<file path="src/rtl/clock_mode_ctrl_if.sv">
// Button-pulse and control-output bundle for clock_mode_ctrl.
//   master : drives the four button pulses and observes the control outputs
//   slave  : the mode controller itself
// Pulses: inc_short, inc_long, set, sw (1-cycle, debounced)
// Outputs: counter_enable, mux[1:0], mux_outmode, alarm_sel[ALW-1:0], time_setting_enable,
//          alarm_setting_enable, field_sel[1:0], field_inc, field_inc_fast, sw_run, sw_clear,
//          timeout_abort
interface clock_mode_ctrl_if #(
  parameter int unsigned NUM_ALARMS = 2
);
  localparam int unsigned ALW = (NUM_ALARMS > 1) ? $clog2(NUM_ALARMS) : 1;

  logic           inc_short;
  logic           inc_long;
  logic           set;
  logic           sw;
  logic           counter_enable;
  logic [1:0]     mux;
  logic           mux_outmode;
  logic [ALW-1:0] alarm_sel;
  logic           time_setting_enable;
  logic           alarm_setting_enable;
  logic [1:0]     field_sel;
  logic           field_inc;
  logic           field_inc_fast;
  logic           sw_run;
  logic           sw_clear;
  logic           timeout_abort;

  modport master (
    output inc_short, inc_long, set, sw,
    input  counter_enable, mux, mux_outmode, alarm_sel, time_setting_enable,
           alarm_setting_enable, field_sel, field_inc, field_inc_fast, sw_run, sw_clear,
           timeout_abort
  );

  modport slave (
    input  inc_short, inc_long, set, sw,
    output counter_enable, mux, mux_outmode, alarm_sel, time_setting_enable,
           alarm_setting_enable, field_sel, field_inc, field_inc_fast, sw_run, sw_clear,
           timeout_abort
  );
endinterface

</file>
<file path="src/rtl/clock_mode_ctrl.sv">
// Mode-control FSM for the digital clock. Decodes debounced button pulses into display mux
// selection, setting enables, edited-field selection and stopwatch control. All outputs are
// registered, so a response appears the cycle after the pulse.
// Ports:
//   clk  - system clock
//   rst  - synchronous reset, active-high
//   bus  - clock_mode_ctrl_if.slave (button pulses in, control outputs out)
// Optional feature: define CLOCK_MODE_TIMEOUT_EN to abort a SET state after TIMEOUT_CYC idle
// cycles (pulses timeout_abort). Without it, SET states are held indefinitely.
module clock_mode_ctrl #(
  parameter int unsigned NUM_ALARMS  = 2,
  parameter int unsigned NUM_FIELDS  = 3,
  parameter int unsigned TIMEOUT_CYC = 1000
) (
  input logic              clk,
  input logic              rst,
  clock_mode_ctrl_if.slave bus
);
  localparam int unsigned    ALW       = (NUM_ALARMS > 1) ? $clog2(NUM_ALARMS) : 1;
  localparam logic [ALW-1:0] LastAlarm = ALW'(NUM_ALARMS - 1);
  localparam logic [1:0]     LastField = 2'(NUM_FIELDS - 1);

  typedef enum logic [2:0] {StDispTime, StDispAlarm, StDispSw, StSetTime, StSetAlarm} state_e;
  typedef enum logic [2:0] {EvNone, EvSet, EvSw, EvLong, EvShort} event_e;

  state_e         state_q, state_d;
  event_e         ev;
  logic [ALW-1:0] alarm_sel_q, alarm_sel_d;
  logic [1:0]     field_sel_q, field_sel_d;
  logic [1:0]     mux_q, mux_d;
  logic           counter_enable_q, counter_enable_d;
  logic           mux_outmode_q, mux_outmode_d;
  logic           time_om_q, time_om_d;  // display format remembered for DISP_TIME
  logic           tset_en_q, tset_en_d;
  logic           aset_en_q, aset_en_d;
  logic           field_inc_q, field_inc_d;
  logic           field_fast_q, field_fast_d;
  logic           sw_run_q, sw_run_d;
  logic           sw_clear_q, sw_clear_d;
  logic           abort_q, abort_d;
  logic           set_exit;
  logic           timed_out;

  // Only the highest-priority pulse of a cycle is acted on.
  always_comb begin
    ev = EvNone;
    if (bus.set)            ev = EvSet;
    else if (bus.sw)        ev = EvSw;
    else if (bus.inc_long)  ev = EvLong;
    else if (bus.inc_short) ev = EvShort;
  end

`ifdef CLOCK_MODE_TIMEOUT_EN
  localparam int unsigned IdleW = (TIMEOUT_CYC > 0) ? $clog2(TIMEOUT_CYC + 1) : 1;
  logic [IdleW-1:0] idle_q, idle_d;
  logic             in_set_q, in_set_d;

  assign in_set_q  = (state_q == StSetTime) || (state_q == StSetAlarm);
  assign in_set_d  = (state_d == StSetTime) || (state_d == StSetAlarm);
  assign timed_out = (TIMEOUT_CYC != 0) && (idle_q == IdleW'(TIMEOUT_CYC));

  // Counts idle cycles while staying in a SET state; entry, exit or any pulse restarts it.
  always_comb begin
    idle_d = '0;
    if (in_set_q && in_set_d && (ev == EvNone) && (idle_q != IdleW'(TIMEOUT_CYC))) begin
      idle_d = idle_q + 1'b1;
    end
  end

  always_ff @(posedge clk) begin
    if (rst) idle_q <= '0;
    else     idle_q <= idle_d;
  end
`else
  logic unused_timeout_cfg;
  assign unused_timeout_cfg = ^TIMEOUT_CYC;
  assign timed_out          = 1'b0;
`endif

  // Next-state and held-register update.
  always_comb begin
    state_d      = state_q;
    alarm_sel_d  = alarm_sel_q;
    field_sel_d  = field_sel_q;
    time_om_d    = time_om_q;
    sw_run_d     = sw_run_q;
    field_inc_d  = 1'b0;
    field_fast_d = 1'b0;
    sw_clear_d   = 1'b0;
    abort_d      = 1'b0;
    set_exit     = 1'b0;
    unique case (state_q)
      StDispTime: begin
        if (ev == EvSet) begin
          state_d     = StSetTime;
          field_sel_d = '0;
        end else if (ev == EvSw) begin
          state_d     = StDispAlarm;
          alarm_sel_d = '0;
        end else if (ev == EvShort) begin
          time_om_d = ~time_om_q;
        end
      end
      StDispAlarm: begin
        if (ev == EvSet) begin
          state_d     = StSetAlarm;
          field_sel_d = '0;
        end else if (ev == EvSw) begin
          if (alarm_sel_q == LastAlarm) state_d = StDispSw;
          else                          alarm_sel_d = alarm_sel_q + 1'b1;
        end
      end
      StDispSw: begin
        if (ev == EvSw) begin
          state_d = StDispTime;
        end else if (ev == EvLong) begin
          sw_clear_d = 1'b1;
          sw_run_d   = 1'b0;
        end else if (ev == EvShort) begin
          sw_run_d = ~sw_run_q;
        end
      end
      StSetTime, StSetAlarm: begin
        unique case (ev)
          EvSet: begin
            if (field_sel_q >= LastField) set_exit = 1'b1;
            else                          field_sel_d = field_sel_q + 1'b1;
          end
          EvSw:    set_exit     = 1'b1;
          EvLong:  field_fast_d = 1'b1;
          EvShort: field_inc_d  = 1'b1;
          default: begin
            if (timed_out) begin
              set_exit = 1'b1;
              abort_d  = 1'b1;
            end
          end
        endcase
      end
      default: state_d = StDispTime;
    endcase
    if (set_exit) begin
      state_d     = (state_q == StSetTime) ? StDispTime : StDispAlarm;
      field_sel_d = '0;
    end
  end

  // Output decode from the next state so every output comes straight from a flop.
  always_comb begin
    mux_d            = 2'b00;
    counter_enable_d = 1'b1;
    mux_outmode_d    = time_om_d;
    tset_en_d        = 1'b0;
    aset_en_d        = 1'b0;
    unique case (state_d)
      StDispAlarm: begin
        mux_d         = 2'b10;
        mux_outmode_d = 1'b0;
      end
      StDispSw: begin
        mux_d         = 2'b11;
        mux_outmode_d = 1'b1;
      end
      StSetTime: begin
        mux_d            = 2'b01;
        counter_enable_d = 1'b0;
        mux_outmode_d    = (field_sel_d == 2'd2);
        tset_en_d        = 1'b1;
      end
      StSetAlarm: begin
        mux_d         = 2'b10;
        mux_outmode_d = (field_sel_d == 2'd2);
        aset_en_d     = 1'b1;
      end
      default: ;
    endcase
  end

  always_ff @(posedge clk) begin
    if (rst) begin
      state_q          <= StDispTime;
      alarm_sel_q      <= '0;
      field_sel_q      <= '0;
      mux_q            <= 2'b00;
      counter_enable_q <= 1'b1;
      mux_outmode_q    <= 1'b0;
      time_om_q        <= 1'b0;
      tset_en_q        <= 1'b0;
      aset_en_q        <= 1'b0;
      field_inc_q      <= 1'b0;
      field_fast_q     <= 1'b0;
      sw_run_q         <= 1'b0;
      sw_clear_q       <= 1'b0;
      abort_q          <= 1'b0;
    end else begin
      state_q          <= state_d;
      alarm_sel_q      <= alarm_sel_d;
      field_sel_q      <= field_sel_d;
      mux_q            <= mux_d;
      counter_enable_q <= counter_enable_d;
      mux_outmode_q    <= mux_outmode_d;
      time_om_q        <= time_om_d;
      tset_en_q        <= tset_en_d;
      aset_en_q        <= aset_en_d;
      field_inc_q      <= field_inc_d;
      field_fast_q     <= field_fast_d;
      sw_run_q         <= sw_run_d;
      sw_clear_q       <= sw_clear_d;
      abort_q          <= abort_d;
    end
  end

  assign bus.counter_enable       = counter_enable_q;
  assign bus.mux                  = mux_q;
  assign bus.mux_outmode          = mux_outmode_q;
  assign bus.alarm_sel            = alarm_sel_q;
  assign bus.time_setting_enable  = tset_en_q;
  assign bus.alarm_setting_enable = aset_en_q;
  assign bus.field_sel            = field_sel_q;
  assign bus.field_inc            = field_inc_q;
  assign bus.field_inc_fast       = field_fast_q;
  assign bus.sw_run               = sw_run_q;
  assign bus.sw_clear             = sw_clear_q;
  assign bus.timeout_abort        = abort_q;
endmodule

</file>
<file path="src/flat_wrapper.sv">
// flat-port wrapper written by rule: the top's interface ports become plain ports
module clock_mode_ctrl_flat 
#(
  parameter int unsigned NUM_ALARMS  = 2,
  parameter int unsigned NUM_FIELDS  = 3,
  parameter int unsigned TIMEOUT_CYC = 1000
)
  (clk, rst, bus_inc_short, bus_inc_long, bus_set, bus_sw, bus_counter_enable, bus_mux, bus_mux_outmode, bus_alarm_sel, bus_time_setting_enable, bus_alarm_setting_enable, bus_field_sel, bus_field_inc, bus_field_inc_fast, bus_sw_run, bus_sw_clear, bus_timeout_abort);
  clock_mode_ctrl_if #(.NUM_ALARMS(NUM_ALARMS)) bus_i ();
  input logic clk;
  input logic rst;
  input wire logic [$bits(bus_i.inc_short)-1:0] bus_inc_short;
  input wire logic [$bits(bus_i.inc_long)-1:0] bus_inc_long;
  input wire logic [$bits(bus_i.set)-1:0] bus_set;
  input wire logic [$bits(bus_i.sw)-1:0] bus_sw;
  output wire logic [$bits(bus_i.counter_enable)-1:0] bus_counter_enable;
  output wire logic [$bits(bus_i.mux)-1:0] bus_mux;
  output wire logic [$bits(bus_i.mux_outmode)-1:0] bus_mux_outmode;
  output wire logic [$bits(bus_i.alarm_sel)-1:0] bus_alarm_sel;
  output wire logic [$bits(bus_i.time_setting_enable)-1:0] bus_time_setting_enable;
  output wire logic [$bits(bus_i.alarm_setting_enable)-1:0] bus_alarm_setting_enable;
  output wire logic [$bits(bus_i.field_sel)-1:0] bus_field_sel;
  output wire logic [$bits(bus_i.field_inc)-1:0] bus_field_inc;
  output wire logic [$bits(bus_i.field_inc_fast)-1:0] bus_field_inc_fast;
  output wire logic [$bits(bus_i.sw_run)-1:0] bus_sw_run;
  output wire logic [$bits(bus_i.sw_clear)-1:0] bus_sw_clear;
  output wire logic [$bits(bus_i.timeout_abort)-1:0] bus_timeout_abort;
  assign bus_i.inc_short = bus_inc_short;
  assign bus_i.inc_long = bus_inc_long;
  assign bus_i.set = bus_set;
  assign bus_i.sw = bus_sw;
  assign bus_counter_enable = bus_i.counter_enable;
  assign bus_mux = bus_i.mux;
  assign bus_mux_outmode = bus_i.mux_outmode;
  assign bus_alarm_sel = bus_i.alarm_sel;
  assign bus_time_setting_enable = bus_i.time_setting_enable;
  assign bus_alarm_setting_enable = bus_i.alarm_setting_enable;
  assign bus_field_sel = bus_i.field_sel;
  assign bus_field_inc = bus_i.field_inc;
  assign bus_field_inc_fast = bus_i.field_inc_fast;
  assign bus_sw_run = bus_i.sw_run;
  assign bus_sw_clear = bus_i.sw_clear;
  assign bus_timeout_abort = bus_i.timeout_abort;
  clock_mode_ctrl #(.NUM_ALARMS(NUM_ALARMS), .NUM_FIELDS(NUM_FIELDS), .TIMEOUT_CYC(TIMEOUT_CYC)) u_core (.clk(clk), .rst(rst), .bus(bus_i));
endmodule
</file>
<file path="config.mk">
export PLATFORM = sky130hd
export DESIGN_NAME = clock_mode_ctrl_flat
export DESIGN_NICKNAME = d
export VERILOG_FILES = /design/src/rtl/clock_mode_ctrl_if.sv /design/src/rtl/clock_mode_ctrl.sv /design/src/flat_wrapper.sv
export SDC_FILE = /design/constraint.sdc
export NUM_CORES = 1
export LEC_CHECK = 0
export ABC_AREA = 1
export BUFFER_PORTS_ARGS = -buffer_cell sky130_fd_sc_hd__buf_2
export CAP_MARGIN = 20
export CELL_PAD_IN_SITES_DETAIL_PLACEMENT = 0
export CELL_PAD_IN_SITES_GLOBAL_PLACEMENT = 2
export CORE_MARGIN = 10
export CORE_UTILIZATION = 26
export DETAILED_ROUTE_END_ITERATION = 8
export GPL_ROUTABILITY_DRIVEN = 0
export PLACE_DENSITY = 0.79
export REMOVE_ABC_BUFFERS = 1
export SLEW_MARGIN = 40
export SYNTH_ARGS = -nofsm -noshare
export SYNTH_HDL_FRONTEND = slang
export SYNTH_SLANG_ARGS = --single-unit
</file>
<file path="constraint.sdc">
create_clock -name clk -period 1.8 [get_ports clk]
set_clock_uncertainty 0.1 [all_clocks]
set_input_delay 0.27 -clock clk [delete_from_list [all_inputs] [get_ports clk]]
set_output_delay 0.27 -clock clk [all_outputs]
set_load 0.05 [all_outputs]
</file>
==> reports/summary.txt <==
result of the run -> complete, no violations
Ant. Diodes -> 0
Hold Vio Cnt, Final -> 0
wire length of the first global-routing pass -> 3350 um
Boundary Pins -> 20
wire length per cell -> 10.4 um
top achievable clock speed -> 0.646 GHz
number of buffers inserted by post-CTS setup repair -> 0
area used by multi-input combinational logic -> 389 um2
syn avg cell area -> 6.63 um2
areal power density over the cells -> 1160 mW/mm2
count of unresolved DRC violations after routing -> 0
startpoint of the worst setup timing path -> u_core.bus.field_sel[0]
CTS sink cnt -> 17
Worst Hold Class -> in2reg
post-route clock period utilization -> 0.860
standby leakage power -> 0.545 nW
Cell Area, Placed -> 953 um2
GRT Util Overall -> 0.0709
dpl cells -> 184
gate count after technology mapping -> 123
Reg-to-Reg End -> u_core.bus.mux_outmode
Detailed Route Iter0 Violations -> 19
Critical Path Sink -> u_core.bus.mux_outmode
summed instance area of the synthesized netlist -> 816 um2
number of maximum-capacitance constraint violations -> 0
Placeable Area -> 0.00303 mm2
final max-slew violation count -> 0
Cell Rows -> 20
starting density of the core -> 0.269
TritonCTS clock tree -> built
post-cts repair resize count -> 0
Yosys reg bits -> 17
number of buffers inserted during clock tree synthesis -> 3
fraction of final layout cells sized beyond drive strength 1 -> 0.215
sequential cell area fraction in the yosys report -> 0.417
residual overflow from global routing -> 0
CTS Root Buffer Type -> clkbuf_4
worst reg2reg startpoint -> u_core.bus.field_sel[0]
later-pin clock latency in the skew report -> 320 ps
detailed-router iteration count before antenna repair -> 4
worst IR drop on VDD -> 0.000305 V
Chip Width -> 76.0 um
maximum number of pins on one net before global-route repair -> 11
wire length after detailed routing -> 1950 um
Syn. warnings -> 0
Critical Path Sink Type -> flip-flop
final core area utilization -> 0.324
minimum hold slack -> 107 ps
count of non-filler cells in the finished layout -> 188
reg-to-reg setup timing slack -> 250 ps
RSZ-0062 raised after global routing -> no
die area -> 0.00578 mm2
depth of the worst register-to-register path -> 10
number of antenna violations at the first check in global routing -> 0
Total Nets Final -> 153
required time of the critical path -> 1920 ps
hold-fix buffer count after cts -> 0
clock transition at the registers of the reported paths -> 120 ps
vias in the first global route -> 753
Largest register FFs -> 3
Die Y -> 76.0 um
Critical Path Fanout Max -> 5
start-to-end type of the worst setup path -> reg2reg
Final Critical Period -> 1550 ps
H-tree depth reported by CTS -> 1
accumulated negative setup slack -> 0 ps
number of port buffers -> 18
Synth-to-Final Area Change -> 20.2%
Arrival @ worst endpoint -> 1670 ps
per-cell via count in the routed design -> 4.17
post-synth cell types -> 19
filler cell count in the final layout -> 353
worst-case clock buffer depth -> 2
register ranked first by flip-flop count -> u_core.state_q
half-perimeter wire length after detailed placement -> 1530 um
FF+latch area -> 340 um2
number of nets still failing antenna checks after routing -> 0
detailed-route via count -> 784
sort of element at the start of the critical path -> flip-flop
post-layout instance area -> 981 um2
Setup-failing EPs final -> 0
==> critical path, stage by stage (launching register included) <==
cell     delay, ps
dfxtp_1        340
inv_1           60
ha_1           180
o21ai_0        130
nand2_1        120
nand2_4        100
nand2_1        110
nand2_1        110
nand3_1         80
nand2_1         70
inv_1           30
==> how the worst min path moves through the flow <==
stage	startpoint	to	slack, ps	cells after the start
final	rst	u_core.state_q[1]	110	2
after detailed placement	u_core.bus.alarm_sel	u_core.bus.alarm_sel	390	2
after global routing	rst	u_core.state_q[0]	110	2
after global placement	u_core.bus.alarm_sel	u_core.bus.alarm_sel	370	2
after floorplan	rst	u_core.bus.alarm_setting_enable	240	1
after CTS	rst	u_core.state_q[1]	110	2
==> routing by layer <==
metal | track usage | vias to the layer above | part of all wire
met5 | 0 | - | 0
met4 | 0.0568 | 0 | 0.034
met3 | 0.0259 | 5 | 0.084
met2 | 0.110 | 23 | 0.44
met1 | 0.0761 | 337 | 0.44
li1 | - | 419 | -
==> power by group <==
group	total [W]	internal [W]	leakage, nW	switching (W)
registers	0.000458	0.000427	0.139	0.0000307
logic	0.000454	0.000118	0.388	0.000336
clock network	0.000229	0.0000833	0.0177	0.000146
total	0.00114	0.000629	0.545	0.000513
==> logic make-up (layout without fill, tap and decap cells) <==
| group | after synthesis | count (layout) | synth area share |
|---|---|---|---|
| and+or+nand+nor | 71 | 71 | 0.380 |
| AOI/OAI and AO/OA | 10 | 10 | 0.0613 |
| adders and majority gates | 2 | 2 | 0.0307 |
| buffers and inverters | 22 | 43 | 0.106 |
| DFF | 17 | 17 | 0.417 |
| other | 1 | 1 | 0.00460 |
==> per-stage QoR <==
stage	setup slack, ps	power [W]
global placement	270	0.000928
finish	253	0.00114
global route	101	0.00123
floorplan	-34.1	0.000825
detailed placement	272	0.000926
CTS	243	0.00115
==> synthesized netlist by cell type <==
| library cell | number | area share |
|---|---|---|
| nand3_1 | 10 | 0.061 |
| nand2_1 | 34 | 0.16 |
| nand2_4 | 1 | 0.014 |
| o21ai_1 | 3 | 0.018 |
| inv_1 | 18 | 0.083 |
| a21oi_1 | 3 | 0.018 |
| ha_1 | 2 | 0.031 |
| o21ai_0 | 4 | 0.025 |
| nor3_1 | 1 | 0.0061 |
| nor2_2 | 2 | 0.015 |
| conb_1 | 1 | 0.0046 |
| nand3b_1 | 1 | 0.0092 |
| dfxtp_1 | 17 | 0.42 |
| nor2_1 | 18 | 0.083 |
| buf_4 | 1 | 0.0092 |
| nand3_2 | 1 | 0.012 |
| nand4_1 | 1 | 0.0077 |
| nand2_2 | 2 | 0.015 |
| inv_2 | 3 | 0.014 |
==> layout make-up <==
cell class,instances,share of cell area
clock buffer,3,0.0230
multi-input combinational,84,0.397
tap,44,0.0561
timing repair buffer,18,0.0918
inverter,21,0.0804
sequential,17,0.347
clock inverter,1,0.00510
==> cells in the final DEF (no fill, tap or decap) <==
| cell type | count |
|---|---|
| a21oi_1 | 3 |
| buf_2 | 18 |
| clkbuf_4 | 3 |
| clkinv_2 | 1 |
| conb_1 | 1 |
| dfxtp_1 | 17 |
| ha_1 | 2 |
| inv_1 | 18 |
| inv_2 | 3 |
| nand2_1 | 34 |
| nand2_2 | 2 |
| nand2_4 | 1 |
| nand3_1 | 10 |
| nand3_2 | 1 |
| nand3b_1 | 1 |
| nand4_1 | 1 |
| nor2_1 | 18 |
| nor2_2 | 2 |
| nor3_1 | 1 |
| o21ai_0 | 4 |
| o21ai_1 | 3 |
(Power assumes the default switching activity.)
